File: config.mk
export PLATFORM = sky130hd
export DESIGN_NAME = clock_run_ctrl
export DESIGN_NICKNAME = d
export VERILOG_FILES = /design/src/rtl/clock_run_ctrl.sv
export SDC_FILE = /design/constraint.sdc
export NUM_CORES = 1
export LEC_CHECK = 0
export BUFFER_PORTS_ARGS = -buffer_cell sky130_fd_sc_hd__buf_2
export CAP_MARGIN = 15
export CORE_UTILIZATION = 39
export DETAILED_ROUTE_END_ITERATION = 12
export PLACE_DENSITY = 0.63
export SLEW_MARGIN = 20
export SYNTH_ARGS = -nofsm -noshare
export SYNTH_HDL_FRONTEND = slang
export SYNTH_SLANG_ARGS = --single-unit
File: constraint.sdc
create_clock -name iCLK_50 -period 9.9 [get_ports iCLK_50]
set_clock_uncertainty 0.2 [all_clocks]
set_input_delay 1.485 -clock iCLK_50 [delete_from_list [all_inputs] [get_ports iCLK_50]]
set_output_delay 1.485 -clock iCLK_50 [all_outputs]
set_load 0.005 [all_outputs]
File: src/rtl/clock_run_ctrl.sv
`default_nettype none
// ============================================================================
// Module   : clock_run_ctrl
// Brief    : Debounced run/step/fast key control and divided processor clock
//            with break handling, all in the 50 MHz domain.
// Revision : 1.0 - initial release
// ============================================================================
module clock_run_ctrl #(
    parameter int DEBOUNCE_CYCLES = 500000,
    parameter int SLOW_SHIFT      = 18
) (
    input  logic       iCLK_50,
    input  logic       iRST_n,
    input  logic       iKEY_RUN,
    input  logic       iKEY_STEP,
    input  logic       iKEY_FAST,
    input  logic       iBreak,
    input  logic [7:0] iFDIV,
    input  logic [7:0] iSTEP_N,
    output logic       oCPU_CLK,
    output logic       oCPU_CE,
    output logic [1:0] oSTATE,
    output logic       oFAST,
    output logic [7:0] oSTEPS_LEFT
);

    localparam int                c_DIV_W   = 26;
    localparam int                c_DB_W    = (DEBOUNCE_CYCLES > 1) ? $clog2(DEBOUNCE_CYCLES) : 1;
    localparam logic [c_DB_W-1:0] c_DB_LAST = c_DB_W'(DEBOUNCE_CYCLES - 1);

    typedef enum logic [1:0] {
        ST_HALT  = 2'b00,
        ST_RUN   = 2'b01,
        ST_STEP  = 2'b10,
        ST_BREAK = 2'b11
    } state_t;

    logic [2:0] w_key_raw;
    logic [2:0] w_press;

    assign w_key_raw = {iKEY_FAST, iKEY_STEP, iKEY_RUN};

    // Bit 0 = RUN, bit 1 = STEP, bit 2 = FAST; keys idle high.
    generate
        for (genvar k = 0; k < 3; k++) begin : g_key
            logic              meta_q;
            logic              sync_q;
            logic              level_q;
            logic              press_q;
            logic [c_DB_W-1:0] cnt_q;

            always_ff @(posedge iCLK_50 or negedge iRST_n) begin
                if (!iRST_n) begin
                    meta_q  <= 1'b1;
                    sync_q  <= 1'b1;
                    level_q <= 1'b1;
                    press_q <= 1'b0;
                    cnt_q   <= '0;
                end else begin
                    meta_q  <= w_key_raw[k];
                    sync_q  <= meta_q;
                    press_q <= 1'b0;
                    if (sync_q != level_q) begin
                        if (cnt_q == c_DB_LAST) begin
                            level_q <= sync_q;
                            press_q <= ~sync_q;
                            cnt_q   <= '0;
                        end else begin
                            cnt_q <= cnt_q + c_DB_W'(1);
                        end
                    end else begin
                        cnt_q <= '0;
                    end
                end
            end

            assign w_press[k] = press_q;
        end
    endgenerate

    logic brk_meta_q;
    logic brk_sync_q;

    always_ff @(posedge iCLK_50 or negedge iRST_n) begin
        if (!iRST_n) begin
            brk_meta_q <= 1'b0;
            brk_sync_q <= 1'b0;
        end else begin
            brk_meta_q <= iBreak;
            brk_sync_q <= brk_meta_q;
        end
    end

    state_t             state_q;
    logic               cpu_clk_q;
    logic               cpu_ce_q;
    logic               fast_q;
    logic [7:0]         steps_q;
    logic [c_DIV_W-1:0] div_q;
    logic [c_DIV_W-1:0] div_cnt_q;

    logic [7:0]         w_fdiv;
    logic [7:0]         w_step_n;
    logic [c_DIV_W-1:0] w_div;
    logic               w_tick_en;
    logic               w_tick;
    logic               w_rise;

    assign w_fdiv    = (iFDIV == 8'd0) ? 8'd1 : iFDIV;
    assign w_step_n  = (iSTEP_N == 8'd0) ? 8'd1 : iSTEP_N;
    assign w_div     = fast_q ? c_DIV_W'(w_fdiv) : (c_DIV_W'(w_fdiv) << SLOW_SHIFT);
    // A high processor clock keeps ticking so it always parks low.
    assign w_tick_en = (state_q == ST_RUN) || (state_q == ST_STEP) || cpu_clk_q;
    assign w_tick    = w_tick_en && (div_cnt_q == (div_q - c_DIV_W'(1)));
    assign w_rise    = w_tick & ~cpu_clk_q;

    always_ff @(posedge iCLK_50 or negedge iRST_n) begin
        if (!iRST_n) begin
            state_q   <= ST_HALT;
            cpu_clk_q <= 1'b0;
            cpu_ce_q  <= 1'b0;
            fast_q    <= 1'b0;
            steps_q   <= '0;
            div_q     <= c_DIV_W'(1);
            div_cnt_q <= '0;
        end else begin
            cpu_clk_q <= cpu_clk_q ^ w_tick;
            cpu_ce_q  <= w_rise;
            if (w_press[2]) begin
                fast_q <= ~fast_q;
            end

            if (w_tick) begin
                div_cnt_q <= '0;
                div_q     <= w_div;
            end else if (w_tick_en) begin
                div_cnt_q <= div_cnt_q + c_DIV_W'(1);
            end else begin
                div_cnt_q <= '0;
            end

            if (brk_sync_q) begin
                state_q <= ST_BREAK;
                steps_q <= '0;
            end else begin
                case (state_q)
                    ST_HALT, ST_BREAK: begin
                        if (w_press[0]) begin
                            state_q   <= ST_RUN;
                            div_cnt_q <= '0;
                            div_q     <= w_div;
                        end else if (w_press[1]) begin
                            state_q   <= ST_STEP;
                            steps_q   <= w_step_n;
                            div_cnt_q <= '0;
                            div_q     <= w_div;
                        end
                    end
                    ST_RUN: begin
                        if (w_press[0]) begin
                            state_q <= ST_HALT;
                        end
                    end
                    ST_STEP: begin
                        if (w_press[0] || (w_rise && steps_q == 8'd1)) begin
                            state_q <= ST_HALT;
                            steps_q <= '0;
                        end else if (w_rise) begin
                            steps_q <= steps_q - 8'd1;
                        end
                    end
                endcase
            end
        end
    end

    assign oCPU_CLK    = cpu_clk_q;
    assign oCPU_CE     = cpu_ce_q;
    assign oSTATE      = state_q;
    assign oFAST       = fast_q;
    assign oSTEPS_LEFT = steps_q;

endmodule
`default_nettype wire

==> impl_metrics.ini <==
[critical_path]
path_cells = nor3_1 -> nand4_1 -> nor3_1 -> nor4b_1 -> mux2i_1 -> or4_1 -> nor4_1 -> ha_1 -> nor4bb_1 -> nand2_1 -> nand3b_1 -> nor2_1 -> o2bb2ai_1 -> a22oi_1 -> nor2_1
critPathKind = reg -> reg
crit_arrival_ps = 5020
slowest_stage = nor3_1
crit_buf_inv = 0
slowest_delay_ps = 610
critical_path.max_fanout = 14
critPathRequiredTime_ps = 9990
path_delay_family = simple AND/OR/NAND/NOR gates
startpoint_type = flop
end_kind = flop

[finish]
diodes = 0
synthToLayoutAreaGrowth_pct = 13.7
nets = 828
utilization_pct = 45.4
nFillCells = 1751
drive_gt1_share_pct = 12.4

[timing]
period_minus_slack_ps = 4930
relSlewSlack_pct = 39.7
rsz0062_at_grt = false
post-route-period-util_pct = 49.8
tightest_slew_ps = 901
drv_slew = 0
setup_viol = 0
timing.fmax_mhz = 203
hold_viol = 0
fin_ws_ps = 4970
setup_tns_ps = 0

[power_and_ir_drop]
pwr_density_cell_mw_per_mm2 = 187
cellLeakagePower_nw = 3.59
p_total_mw = 1.53
ir_worst_vdd_v = 0.000185

[cts]
holdBufCountCts = 0
htree_levels = 4
cts_buffer_depth = 2
cts_tree = built
cts_resized = 0
numCtsBuffers = 17
cts.clk_slew.worst_paths_ps = 60
clk-insertion-delay-late_ps = 420
root_buffer = clkbuf_16
clkSinkCount = 136
cts_post_setup_buffers_inserted = 0

[outcome]
status = finished clean

[global_route]
grt_pass1_vias = 4974
grt_pass1_wl_mm = 24.2
antenna_found_initial = 0
gr-total-overflow = 0
grt_max_degree = 84
grt_use_total_pct = 16.5

[yosys]
async_flop_share_pct = 100
netlist_instances = 757
synth_warnings = 0
syn_avg_cell_area_sq_um = 9.51
synth_cell_types = 64
synth_edf_count = 0
synth-seq-cells = 136
synth_top_flop_cell = dfrtp_1
syn-cell-area_sq_mm = 0.00720
seq_area_frac_synth_pct = 47.5
syn_nets = 789

[floorplan]
ios = 35
dieArea_sq_mm = 0.0190
die_w_microns = 138
initial_core_util_pct = 39.9
std_cell_rows = 49
die_height_microns = 138
coreArea_sq_mm = 0.0180

[run]
max_cap_violations = 0

[detailed_routing]
viasPerCell = 5.13
num_vias = 5326
antenna_left = 0
drc = 0
drt_iter0_drc = 329
wl_mm = 14.3
dr.pass1.iters = 5
avgRoutedWirePerCell_microns = 13.8

[place]
dp_slack_ps = 5060
gp_congestion = 0.869
io_buffers = 34
hpwl_mm = 9.96

[worst_hold_path]
hp-class = reg -> reg
-- kinds of logic after synthesis --
kind of cell / count (synthesis) / synth area share, %
flip-flops: 136 / 47.5
buffers and inverters: 59 / 3.48
XOR/XNOR: 107 / 13.0
AND/OR/NAND/NOR: 351 / 24.3
adder cells (fa/ha/maj): 10 / 1.74
AO/OA/AOI/OAI: 74 / 6.94
multiplexers: 20 / 3.03
-- power by group --
part           switching [mW]  internal (mW)  total (mW)
combinational           0.169          0.106       0.276
clock                   0.239          0.390       0.629
sequential             0.0374          0.584       0.622
-- worst register-to-register path, delay by kind of cell, from the launching register on --
family / cells / cell delay, ps
and+or+nand+nor: 11 / 3320
DFF: 1 / 440
muxes: 1 / 240
AOI/OAI and AO/OA: 2 / 330
adders and majority gates: 1 / 270
-- metal layers --
layer,GRT usage [%],part of all wire [%],routed length (microns)
met3,4.19,3.6,516
met2,24.1,44,6220
met4,4.83,1.1,161
met1,23.9,52,7400
met5,0,0,0
-- cells in the mapped netlist (all sizes together) (2+ instances only) --
cell | count | area share, %
a211oi | 2 | 0.28
dfrtp | 126 | 44
clkbuf | 10 | 0.52
a41oi | 3 | 0.37
mux2i | 9 | 1.3
nand2 | 53 | 2.8
o22ai | 3 | 0.26
and3b | 2 | 0.24
nand2b | 8 | 0.70
and3 | 16 | 1.4
nand4b | 2 | 0.24
mux2 | 11 | 1.8
nand3 | 33 | 2.3
a21oi | 17 | 1.2
or2 | 3 | 0.26
a31oi | 3 | 0.26
nor4b | 2 | 0.24
o2bb2ai | 2 | 0.24
nor3 | 18 | 1.3
a22oi | 2 | 0.21
or4 | 6 | 0.63
xor2 | 67 | 8.2
inv | 42 | 2.2
nor4 | 16 | 1.7
dfstp | 10 | 3.7
o2111ai | 2 | 0.24
o221ai | 6 | 0.73
ha | 10 | 1.7
nand4 | 20 | 1.7
or3 | 14 | 1.2
nor2b | 12 | 1.0
buf | 7 | 0.77
nand3b | 3 | 0.31
and4 | 3 | 0.37
o21ai | 23 | 1.8
nor2 | 133 | 6.9
o211ai | 2 | 0.21
xnor2 | 40 | 4.9
-- cell type report --
type	count	area (sq um)	share of cell area [%]
clock inverter	11	121	1.48
inverter	42	158	1.93
clock buffer	21	470	5.75
sequential	136	3420	41.8
timing repair buffer	37	199	2.43
multi-input combinational	562	3530	43.1
tap	229	287	3.50
-- flip-flops by register name, indices dropped and copies added (netlist names) --
| register | count |
|---|---|
| g_key.cnt_q | 57 |
| div_cnt_q | 26 |
| div_q | 26 |
| oSTEPS_LEFT | 8 |
| g_key.level_q | 3 |
| g_key.meta_q | 3 |
| g_key.press_q | 3 |
| g_key.sync_q | 3 |
| oSTATE | 2 |
| brk_meta_q | 1 |
| brk_sync_q | 1 |
| oCPU_CE | 1 |
| oCPU_CLK | 1 |
| oFAST | 1 |
-- layout by cell type (no fill, tap or decap), types with 3 or more instances in the layout --
| cell type | count |
|---|---|
| nor2_1 | 133 |
| a31oi_1 | 3 |
| or4_1 | 6 |
| inv_1 | 42 |
| mux2_2 | 10 |
| dfstp_2 | 10 |
| or3_1 | 14 |
| buf_2 | 33 |
| a41oi_1 | 3 |
| and4_1 | 3 |
| and3_1 | 16 |
| or2_2 | 3 |
| nand3b_1 | 3 |
| nor4_1 | 14 |
| xor2_1 | 67 |
| buf_4 | 3 |
| nor3_1 | 17 |
| clkinv_2 | 4 |
| nand2b_1 | 8 |
| nor2b_1 | 12 |
| xnor2_1 | 40 |
| a21oi_1 | 17 |
| o21ai_0 | 21 |
| o221ai_1 | 6 |
| nand4_1 | 20 |
| mux2i_1 | 9 |
| nand3_1 | 33 |
| o22ai_1 | 3 |
| ha_1 | 10 |
| nand2_1 | 53 |
| dfrtp_1 | 126 |
| clkbuf_16 | 17 |
| clkbuf_8 | 3 |
-- final timing paths --
check / startpoint / endpoint / slack, ps / cells after the start
setup / recovery: div_q[3] / oSTEPS_LEFT[3] / 4970 / 15
hold / removal: brk_meta_q / brk_sync_q / 150 / 0
setup reg to reg: div_q[3] / oSTEPS_LEFT[3] / 4970 / 15
hold reg to reg: brk_meta_q / brk_sync_q / 150 / 0
max in group asynchronous: iRST_n / div_q[19] / 7440 / 2
min in group asynchronous: iRST_n / g_key[0].cnt_q[1] / 900 / 1
-- stage by stage --
| stage | std cells | area [sq um] | hold slack [ps] |
|---|---|---|---|
| floorplan | 757 | 7200 | 131 |
| global placement | 1006 | 7590 | 133 |
| detailed placement | 1006 | 7590 | 145 |
| CTS | 1038 | 8180 | 157 |
| global route | 1038 | 8180 | 158 |
| finish | 1038 | 8180 | 151 |
Note: power is estimated with default switching activity, not from simulation.
